==> src/rtl/des_block_scheduler_if.sv <==
`timescale 1ns/1ps
// Datapath bundle between the block scheduler and the input SRAM, cipher and output SRAM.
// master = scheduler side, slave = SRAM/cipher side.
interface des_block_scheduler_if #(
    parameter int ADDRSIZE  = 14,
    parameter int SRAMWIDTH = 64
);
    logic                 in_rd_en;
    logic [ADDRSIZE-1:0]  in_rd_addr;
    logic [SRAMWIDTH-1:0] in_rd_data;
    logic                 cip_valid_in;
    logic [SRAMWIDTH-1:0] cip_data_in;
    logic                 cip_ready;
    logic                 cip_valid_out;
    logic [SRAMWIDTH-1:0] cip_data_out;
    logic                 out_wr_en;
    logic [ADDRSIZE-1:0]  out_wr_addr;
    logic [SRAMWIDTH-1:0] out_wr_data;

    modport master (
        output in_rd_en, in_rd_addr,
        input  in_rd_data,
        output cip_valid_in, cip_data_in,
        input  cip_ready, cip_valid_out, cip_data_out,
        output out_wr_en, out_wr_addr, out_wr_data
    );

    modport slave (
        input  in_rd_en, in_rd_addr,
        output in_rd_data,
        input  cip_valid_in, cip_data_in,
        output cip_ready, cip_valid_out, cip_data_out,
        input  out_wr_en, out_wr_addr, out_wr_data
    );
endinterface

==> src/rtl/des_block_scheduler.sv <==
`timescale 1ns/1ps
// Streams num_blocks words input SRAM -> cipher -> output SRAM with a bounded in-flight count.
// Define DES_SCHED_STALL_CNT_EN to build the cipher backpressure stall counter.
//
// state | meaning
// IDLE  | waiting for start
// RUN   | issuing SRAM reads, collecting results
// DRAIN | all reads issued, waiting for remaining results
// DONE  | one-cycle completion pulse
module des_block_scheduler #(
    parameter int ADDRSIZE     = 14,
    parameter int SRAMWIDTH    = 64,
    parameter int BASE_ADDR    = 1,
    parameter int MAX_INFLIGHT = 4
) (
    input  logic                clk,
    input  logic                reset_n,
    input  logic                start,
    input  logic                abort,
    input  logic [ADDRSIZE-1:0] num_blocks,
    output logic                busy,
    output logic                done,
    output logic                err,
    output logic [31:0]         stall_cycles,
    des_block_scheduler_if.master bus
);
    localparam logic [ADDRSIZE-1:0] BASE   = ADDRSIZE'(BASE_ADDR);
    localparam logic [3:0]          MAX_IF = 4'(MAX_INFLIGHT);

    typedef enum logic [1:0] {S_IDLE, S_RUN, S_DRAIN, S_DONE} state_t;

    state_t               state;
    logic [ADDRSIZE-1:0]  nb_reg;
    logic [ADDRSIZE-1:0]  rd_cnt;
    logic [ADDRSIZE-1:0]  wr_cnt;
    logic [3:0]           inflight;
    logic                 rd_pending;
    logic [1:0]           hold_cnt;
    logic [SRAMWIDTH-1:0] hold0;
    logic [SRAMWIDTH-1:0] hold1;
    logic                 hold_rd_ptr;
    logic                 hold_wr_ptr;
    logic                 drop_late;
    logic                 wr_en_q;
    logic [ADDRSIZE-1:0]  wr_addr_q;
    logic [SRAMWIDTH-1:0] wr_data_q;

    logic                 run_act;
    logic                 start_ok;
    logic                 hold_pop;
    logic [2:0]           occ_next;
    logic                 rd_issue;
    logic                 res_ok;
    logic                 res_bad;

    always_comb begin
        run_act  = (state == S_RUN) || (state == S_DRAIN);
        start_ok = start && !abort && (state == S_IDLE);
        hold_pop = (hold_cnt != 2'd0) && bus.cip_ready;
        // Occupancy once this cycle's pop and pending capture settle; a read issued now
        // lands a cycle later, so it needs a free slot even if nothing drains meanwhile.
        occ_next = {1'b0, hold_cnt} + {2'b00, rd_pending} - {2'b00, hold_pop};
        rd_issue = (state == S_RUN) && !abort && (rd_cnt < nb_reg) &&
                   (inflight < MAX_IF) && (occ_next < 3'd2);
        res_ok   = bus.cip_valid_out && run_act && (inflight != 4'd0) && !abort;
        res_bad  = bus.cip_valid_out && !(run_act && (inflight != 4'd0)) &&
                   !abort && !drop_late;
    end

    assign bus.in_rd_en     = rd_issue;
    assign bus.in_rd_addr   = rd_issue ? (BASE + rd_cnt) : '0;
    assign bus.cip_valid_in = (hold_cnt != 2'd0);
    assign bus.cip_data_in  = (hold_cnt == 2'd0) ? '0 : (hold_rd_ptr ? hold1 : hold0);
    assign bus.out_wr_en    = wr_en_q;
    assign bus.out_wr_addr  = wr_addr_q;
    assign bus.out_wr_data  = wr_data_q;

    always_ff @(posedge clk) begin
        if (!reset_n) begin
            state       <= S_IDLE;
            busy        <= 1'b0;
            done        <= 1'b0;
            err         <= 1'b0;
            nb_reg      <= '0;
            rd_cnt      <= '0;
            wr_cnt      <= '0;
            inflight    <= 4'd0;
            rd_pending  <= 1'b0;
            hold_cnt    <= 2'd0;
            hold0       <= '0;
            hold1       <= '0;
            hold_rd_ptr <= 1'b0;
            hold_wr_ptr <= 1'b0;
            drop_late   <= 1'b0;
            wr_en_q     <= 1'b0;
            wr_addr_q   <= '0;
            wr_data_q   <= '0;
        end else if (abort) begin
            // Results still inside the cipher belong to the cancelled run; swallow them quietly.
            state       <= S_IDLE;
            busy        <= 1'b0;
            done        <= 1'b0;
            rd_cnt      <= '0;
            wr_cnt      <= '0;
            inflight    <= 4'd0;
            rd_pending  <= 1'b0;
            hold_cnt    <= 2'd0;
            hold_rd_ptr <= 1'b0;
            hold_wr_ptr <= 1'b0;
            wr_en_q     <= 1'b0;
            drop_late   <= 1'b1;
        end else begin
            done       <= 1'b0;
            wr_en_q    <= 1'b0;
            rd_pending <= rd_issue;

            if (rd_issue)
                rd_cnt <= rd_cnt + ADDRSIZE'(1);

            if (rd_issue && !res_ok)
                inflight <= inflight + 4'd1;
            else if (!rd_issue && res_ok)
                inflight <= inflight - 4'd1;

            if (rd_pending) begin
                if (hold_wr_ptr)
                    hold1 <= bus.in_rd_data;
                else
                    hold0 <= bus.in_rd_data;
                hold_wr_ptr <= !hold_wr_ptr;
            end
            if (hold_pop)
                hold_rd_ptr <= !hold_rd_ptr;
            hold_cnt <= hold_cnt + {1'b0, rd_pending} - {1'b0, hold_pop};

            if (res_ok) begin
                wr_en_q   <= 1'b1;
                wr_addr_q <= BASE + wr_cnt;
                wr_data_q <= bus.cip_data_out;
                wr_cnt    <= wr_cnt + ADDRSIZE'(1);
            end

            if (res_bad)
                err <= 1'b1;

            case (state)
                S_IDLE: begin
                    if (start_ok) begin
                        err       <= 1'b0;
                        drop_late <= 1'b0;
                        nb_reg    <= num_blocks;
                        rd_cnt    <= '0;
                        wr_cnt    <= '0;
                        inflight  <= 4'd0;
                        if (num_blocks == '0) begin
                            state <= S_DONE;
                            done  <= 1'b1;
                        end else begin
                            state <= S_RUN;
                            busy  <= 1'b1;
                        end
                    end
                end
                S_RUN: begin
                    if (rd_cnt == nb_reg)
                        state <= S_DRAIN;
                end
                S_DRAIN: begin
                    if (wr_cnt == nb_reg) begin
                        state <= S_DONE;
                        busy  <= 1'b0;
                        done  <= 1'b1;
                    end
                end
                S_DONE: begin
                    state <= S_IDLE;
                end
                default: begin
                    state <= S_IDLE;
                    busy  <= 1'b0;
                end
            endcase
        end
    end

`ifdef DES_SCHED_STALL_CNT_EN
    logic [31:0] stall_q;

    always_ff @(posedge clk) begin
        if (!reset_n)
            stall_q <= '0;
        else if (start_ok)
            stall_q <= '0;
        else if (run_act && bus.cip_valid_in && !bus.cip_ready && (stall_q != 32'hFFFF_FFFF))
            stall_q <= stall_q + 32'd1;
    end

    assign stall_cycles = stall_q;
`else
    assign stall_cycles = 32'd0;
`endif

endmodule

==> src/flat_wrapper.sv <==
// flat-port wrapper written by rule: the top's interface ports become plain ports
module des_block_scheduler_flat 
#(
    parameter int ADDRSIZE     = 14,
    parameter int SRAMWIDTH    = 64,
    parameter int BASE_ADDR    = 1,
    parameter int MAX_INFLIGHT = 4
)
  (clk, reset_n, start, abort, num_blocks, busy, done, err, stall_cycles, bus_in_rd_en, bus_in_rd_addr, bus_in_rd_data, bus_cip_valid_in, bus_cip_data_in, bus_cip_ready, bus_cip_valid_out, bus_cip_data_out, bus_out_wr_en, bus_out_wr_addr, bus_out_wr_data);
  des_block_scheduler_if #(.ADDRSIZE(ADDRSIZE), .SRAMWIDTH(SRAMWIDTH)) bus_i ();
  input  logic clk;
  input  logic reset_n;
  input  logic start;
  input  logic abort;
  input  logic [ADDRSIZE-1:0] num_blocks;
  output logic busy;
  output logic done;
  output logic err;
  output logic [31:0] stall_cycles;
  output wire logic [$bits(bus_i.in_rd_en)-1:0] bus_in_rd_en;
  output wire logic [$bits(bus_i.in_rd_addr)-1:0] bus_in_rd_addr;
  input wire logic [$bits(bus_i.in_rd_data)-1:0] bus_in_rd_data;
  output wire logic [$bits(bus_i.cip_valid_in)-1:0] bus_cip_valid_in;
  output wire logic [$bits(bus_i.cip_data_in)-1:0] bus_cip_data_in;
  input wire logic [$bits(bus_i.cip_ready)-1:0] bus_cip_ready;
  input wire logic [$bits(bus_i.cip_valid_out)-1:0] bus_cip_valid_out;
  input wire logic [$bits(bus_i.cip_data_out)-1:0] bus_cip_data_out;
  output wire logic [$bits(bus_i.out_wr_en)-1:0] bus_out_wr_en;
  output wire logic [$bits(bus_i.out_wr_addr)-1:0] bus_out_wr_addr;
  output wire logic [$bits(bus_i.out_wr_data)-1:0] bus_out_wr_data;
  assign bus_in_rd_en = bus_i.in_rd_en;
  assign bus_in_rd_addr = bus_i.in_rd_addr;
  assign bus_i.in_rd_data = bus_in_rd_data;
  assign bus_cip_valid_in = bus_i.cip_valid_in;
  assign bus_cip_data_in = bus_i.cip_data_in;
  assign bus_i.cip_ready = bus_cip_ready;
  assign bus_i.cip_valid_out = bus_cip_valid_out;
  assign bus_i.cip_data_out = bus_cip_data_out;
  assign bus_out_wr_en = bus_i.out_wr_en;
  assign bus_out_wr_addr = bus_i.out_wr_addr;
  assign bus_out_wr_data = bus_i.out_wr_data;
  des_block_scheduler #(.ADDRSIZE(ADDRSIZE), .SRAMWIDTH(SRAMWIDTH), .BASE_ADDR(BASE_ADDR), .MAX_INFLIGHT(MAX_INFLIGHT)) u_core (.clk(clk), .reset_n(reset_n), .start(start), .abort(abort), .num_blocks(num_blocks), .busy(busy), .done(done), .err(err), .stall_cycles(stall_cycles), .bus(bus_i));
endmodule
==> config.mk <==
export PLATFORM = sky130hd
export DESIGN_NAME = des_block_scheduler_flat
export DESIGN_NICKNAME = d
export VERILOG_FILES = /design/src/rtl/des_block_scheduler_if.sv /design/src/rtl/des_block_scheduler.sv /design/src/flat_wrapper.sv
export SDC_FILE = /design/constraint.sdc
export NUM_CORES = 1
export LEC_CHECK = 0
export BUFFER_PORTS_ARGS = -buffer_cell sky130_fd_sc_hd__buf_2
export CAP_MARGIN = 20
export CELL_PAD_IN_SITES_DETAIL_PLACEMENT = 1
export CELL_PAD_IN_SITES_GLOBAL_PLACEMENT = 1
export CORE_MARGIN = 4
export CORE_UTILIZATION = 37
export DETAILED_ROUTE_END_ITERATION = 16
export GPL_TIMING_DRIVEN = 0
export PLACE_DENSITY_LB_ADDON = 0.05
export SYNTH_ARGS = -nofsm -noshare
export SYNTH_HDL_FRONTEND = slang
export SYNTH_SLANG_ARGS = --single-unit
==> constraint.sdc <==
create_clock -name clk -period 6.8 [get_ports clk]
set_clock_uncertainty 0.2 [all_clocks]
set_input_delay 2.04 -clock clk [delete_from_list [all_inputs] [get_ports clk]]
set_output_delay 2.04 -clock clk [all_outputs]
set_load 0.005 [all_outputs]
### Word level (Yosys, flattened, before mapping)

Index checks and enable logic that the tools add are counted.

| word-level totals | value |
|---|---|
| bits in writable memories | 0 |
| flip-flop bits (word level) | 264 |
| bits in latches | 0 |
| ROM bits | 0 |
| input port bits | 148 |
| memories | 0 |

| cells by class | value |
|---|---|
| div/mod/pow operators | 0 |
| magnitude comparators | 3 |
| add/sub/neg operators | 8 |
| reductions and logical operators | 40 |
| eq/ne operators | 9 |
| mux-type cells | 33 |
| shift operators | 0 |
| bitwise operators | 3 |
| $mul | 0 |

Operators with widths:

| kind | number |
|---|---|
| 64-bit two-way mux | 2 |
| 14-bit two-way mux | 7 |
| 1-bit by 14-bit adder with 14-bit output, first input constant | 2 |
| 14-bit equality test | 2 |
| 1-bit logical AND | 16 |
| 4-bit two-way mux | 4 |
| 14-bit zero test | 1 |
| 14-bit less-than comparator | 1 |
| 1-bit two-way mux | 13 |
| 3-bit AND reduction | 4 |
| 2-bit two-way mux | 4 |
| 2-bit one-hot mux with 4 select lines | 1 |
| 2-bit nonzero test | 4 |
| 1-bit zero test | 7 |
| 2-bit != test, second input constant | 3 |
| 4-bit by 1-bit adder with 4-bit output, second input constant | 1 |
| 2-bit equality test, second input constant | 2 |
| 2-bit zero test | 2 |
| 4-bit by 3-bit less-than comparator with 1-bit output, second input constant | 1 |
| 1-bit one-hot mux with 2 select lines | 2 |
| 2-bit AND reduction | 2 |
| 4-bit AND reduction | 1 |
| 4-bit nonzero test | 1 |
| 4-bit by 1-bit subtractor with 4-bit output, second input constant | 1 |
| 10 further kinds | 12 |

### Longest topological paths before layout

| depth | value |
|---|---|
| word-level depth | 11 |
| gate-level depth with buffers | 14 |
| mapped depth without buffers | 14 |

### Worst setup path after synthesis

Ideal clock, no wire load.

| timing | value |
|---|---|
| kind | input -> output |
| start | input port bus_cip_ready |
| end | output port bus_in_rd_addr[10] |
| required time | 4560 ps |
| slack | 391 ps |
| arrival time | 4169 ps |
| stages | 11 |
| cells stage by stage | and2_1 > ha_1 > inv_1 > ha_1 > fa_1 > nor4b_2 > and3_1 > o221a_2 > nand2_2 > clkbuf_1 > nor2_1 |

| between the ends | value |
|---|---|
| cells in the longest elaborated chain, start to end | 5 |

Ends and longest elaborated chain:

| what | line | source |
|---|---|---|
| start: declaration | flat_wrapper.sv:25 | `input wire logic [$bits(bus_i.cip_ready)-1:0] bus_cip_ready;` |
| 1-bit logical AND | des_block_scheduler.sv:59 | `hold_pop = (hold_cnt != 2'd0) && bus.cip_ready;` |
| 3-bit by 1-bit subtractor with 3-bit output | des_block_scheduler.sv:62 | `occ_next = {1'b0, hold_cnt} + {2'b00, rd_pending} - {2'b00, hold_pop};` |
| named net u_core.occ_next[1] | des_block_scheduler.sv:51 | `logic [2:0] occ_next;` |
| 3-bit by 2-bit less-than comparator with 1-bit output | des_block_scheduler.sv:64 | `(inflight < MAX_IF) && (occ_next < 3'd2);` |
| 1-bit logical AND | des_block_scheduler.sv:64 |  |
| 14-bit two-way mux | des_block_scheduler.sv:71 | `assign bus.in_rd_addr = rd_issue ? (BASE + rd_cnt) : '0;` |
| end: declaration | flat_wrapper.sv:21 | `output wire logic [$bits(bus_i.in_rd_addr)-1:0] bus_in_rd_addr;` |

The timed path passes the listed nets, and every way through them passes these cells.

### Worst setup path after layout

| timing | value |
|---|---|
| start | input port bus_cip_ready |
| end | output port bus_in_rd_addr[3] |

| between the ends | value |
|---|---|
| cells in the longest elaborated chain, start to end | 5 |

Ends and longest elaborated chain:

| what | line | source |
|---|---|---|
| 1-bit logical AND | des_block_scheduler.sv:59 |  |
| named net u_core.hold_pop | des_block_scheduler.sv:50 | `logic hold_pop;` |
| 3-bit by 1-bit subtractor with 3-bit output | des_block_scheduler.sv:62 |  |
| named net u_core.occ_next[1] | des_block_scheduler.sv:51 |  |
| 3-bit by 2-bit less-than comparator with 1-bit output | des_block_scheduler.sv:64 |  |
| 1-bit logical AND | des_block_scheduler.sv:64 |  |
| 14-bit two-way mux | des_block_scheduler.sv:71 |  |

The timed path passes the listed nets, and every way through them passes these cells.

==> run_results.csv <==
group,metric,value,unit
yosys,synth_area_per_cell,7.80,µm²
min_path,whs_path_depth,2,
placement,hpwl,29.3,mm
detailed_routing,drc,0,
yosys,ys_seq_area_share,45.5,%
power,p_per_area,227,nW/µm²
setup_path,cp-end-kind,"output port",
setup_path,r2r-start,"u_core.hold_cnt[1]",
yosys,synth_top_area_share,45.5,%
run_status,status,"complete, no violations",
timing,max_slew.worst_pin.slew,922,ps
yosys,synthTopCellsByArea,"dfxtp_1, nand2_1, a21oi_1",
power,p_sw_share,22.4,%
floorplan,die_w,185,µm
cts,cts_made_buffers,30,
global_route,track_usage,21.9,%
floorplan,die_y,185,µm
power,pwr-share-comb,5.6,%
timing,period_minus_slack,6690,ps
detailed_routing,first_pass_iters,4,
final_layout,drive_above_1_share,22.5,%
cts,htreeDepth,1,
yosys,synth-edff-count,0,
global_route,grt_pass1_wl,60.5,mm
setup_path,worstPathMaxFanout,7,
global_route,grt_antenna_before_repair,7,
yosys,synth_area,11600,µm²
final_layout,nNetsFinal,2041,
setup_path,worst_ep_required_time,4560,ps
yosys,synth_warnings,0,
power,power.internal,2620,µW
setup_path,cp-start-kind,"primary input",
yosys,synth.distinct_cells,54,
floorplan,floorplan.initialDensity,37.8,%
timing,tns,0,ps
final_layout,fin_util,48.4,%
run,drv_cap,0,
global_route,grt_max_degree,15,
detailed_routing,wl_per_cell,17.3,µm
timing,drv_slew,0,
floorplan,die_area,34300,µm²
cts,cts_sinks,264,
timing,hold_violations,0,
detailed_routing,antenna_left,0,
power,p_leak,0.00584,µW
power,p_sw,757,µW
power,p_clk_share,48.1,%
cts,insertion_delay,550,ps
yosys,synthCells,1489,
placement,dpl.cell_count,2226,
detailed_routing,vias,11100,
cts,clk_pin_slew_worst_paths,60,ps
timing,fin_crit_sh,98.4,%
global_route,grt_pass1_vias,11400,
min_path,hold_end,"u_core.bus.out_wr_data[54]",
setup_path,r2r_cells,15,
yosys,synth_top_area_cell,"dfxtp_1",
power,vdd_drop_max,176,µV
detailed_routing,via_per_inst,4.87,
cts,cts_tree,"done",
timing,setup-violations-final,0,
yosys,synthFlopType,"dfxtp_1",
setup_path,worstReg2RegEnd,"u_core.rd_cnt[4]",
setup_path,crit_arrival,4450,ps
setup_path,rrSetupSlack,3410,ps
final_layout,area_growth,28.2,%
min_path,hp-start,"u_core.bus.out_wr_data[54]",
power,seqPwrFrac,46.3,%
min_path,hp-class,"reg -> reg",
yosys,synth_seq_cells,264,
yosys,async_flop_share,0,%
timing,max_freq,0.149,GHz
placement,routabilityCongestion,0.791,
cts,root_buffer,"clkbuf_16",
timing,slew-limit-headroom,38.0,%
setup_path,path_class,"in -> out",
floorplan,ios,342,
global_route,grt_overflow,0,
final_layout,instances_no_fill,2285,
cts,holdBufCountCts,0,
placement,io_buffers,309,
floorplan,coreArea,30700,µm²
floorplan,num_rows,64,
cts,clockBufferDepth,3,
detailed_routing,drt-total-wl,39.5,mm
detailed_routing,drt_iter0_drc,383,
-- logic make-up after synthesis --
group | Yosys count | share of synthesized area, %
flip-flops | 264 | 45.5
buffers and inverters | 163 | 6.54
adder cells (fa/ha/maj) | 25 | 2.76
AO/OA/AOI/OAI | 252 | 11.5
multiplexers | 66 | 5.69
other | 1 | 0.0323
AND/OR/NAND/NOR | 652 | 22.9
XOR/XNOR | 66 | 5.04
-- cell usage after synthesis (all sizes together) (17+ instances only) --
library cell	count
nand2	447
dfxtp	264
a21oi	219
nor2	133
clkbuf	71
mux2i	66
buf	63
xor2	40
inv	28
xnor2	26
ha	24
nand3	23
a211oi	17
-- through the flow --
step                setup slack [ps]  hold slack [ps]  area [µm²]  power, µW
floorplan                        391              236       11700       1690
global placement                -177              239       13800       1780
detailed placement              -185              246       13800       1780
CTS                             13.5              254       14800       3410
global route                   -23.2              273       14900       3500
finish                           108              251       14900       3370
-- worst max-delay path by stage --
stage	from	endpoint	slack, ps
global placement	bus_cip_ready	bus_in_rd_addr[11]	-180
CTS	bus_cip_ready	bus_in_rd_addr[0]	10
detailed placement	bus_cip_ready	bus_in_rd_addr[11]	-180
finish	bus_cip_ready	bus_in_rd_addr[3]	110
floorplan	bus_cip_ready	bus_in_rd_addr[10]	390
global route	bus_cip_ready	bus_in_rd_addr[3]	-20
-- worst max-delay path, cell delays in order --
cell and delay, ps:
buf_2 110, and2_4 140, ha_1 260, inv_1 40, ha_2 160, fa_1 500
nor4b_2 250, and3_1 220, o221a_4 230, nand2_8 90, clkbuf_16 180, nor2_2 100
buf_2 110
-- metal layers --
layer	up-vias	track usage (%)	share of wire (%)
met5	-	0	0.053
met4	4	5.31	2.0
met3	55	4.60	5.2
met2	243	38.3	49
met1	5262	27.7	44
li1	5553	-	-
-- repair_timing --
item,4_1_cts,5_1_grt
cloned,0,1
resized for setup,5,8
buffers inserted,0,5
endpoints found under the setup margin,12,12
pin swaps,0,3
-- layout by cell type (no fill, tap or decap), types with 3 or more instances in the layout --
cell type and count:
clkbuf_1 73, xnor2_1 26, conb_1 32, mux2i_1 66, o21ai_0 4, nand3_1 21
and2_1 3, clkinv_2 7, diode_2 4, nor3_1 4, buf_6 3, buf_1 19
nand2_1 446, nor4_1 6, buf_2 319, ha_1 23, inv_1 27, and3_1 4
dfxtp_1 264, clkbuf_8 5, a21oi_1 219, nand4_1 5, a211oi_1 17, nor2_1 131
buf_4 37, clkbuf_16 32, xor2_1 39, bufinv_16 3, or3_1 7
-- area by class of cell --
type | instances | area [µm²]
plain buffers | 134 | 662
well taps | 396 | 495
clock buffers | 39 | 856
multi-input cells | 1093 | 5720
clock inverters | 10 | 125
repair buffers | 316 | 1620
inverters | 29 | 114
fillers | 3906 | 15900
diodes | 4 | 10.0
flip-flops and latches | 264 | 5290
-- power by group through the flow --
| stage | registers [µW] | clock network, µW | logic (µW) |
|---|---|---|---|
| 2_1_floorplan | 1590 | 0 | 92.1 |
| 3_3_place_gp | 1600 | 0 | 180 |
| 3_5_place_dp | 1600 | 0 | 181 |
| 4_1_cts | 1560 | 1670 | 184 |
| 5_1_grt | 1560 | 1730 | 210 |
| 6_report | 1560 | 1620 | 188 |
No activity file was read; power rests on OpenSTA's default activity.
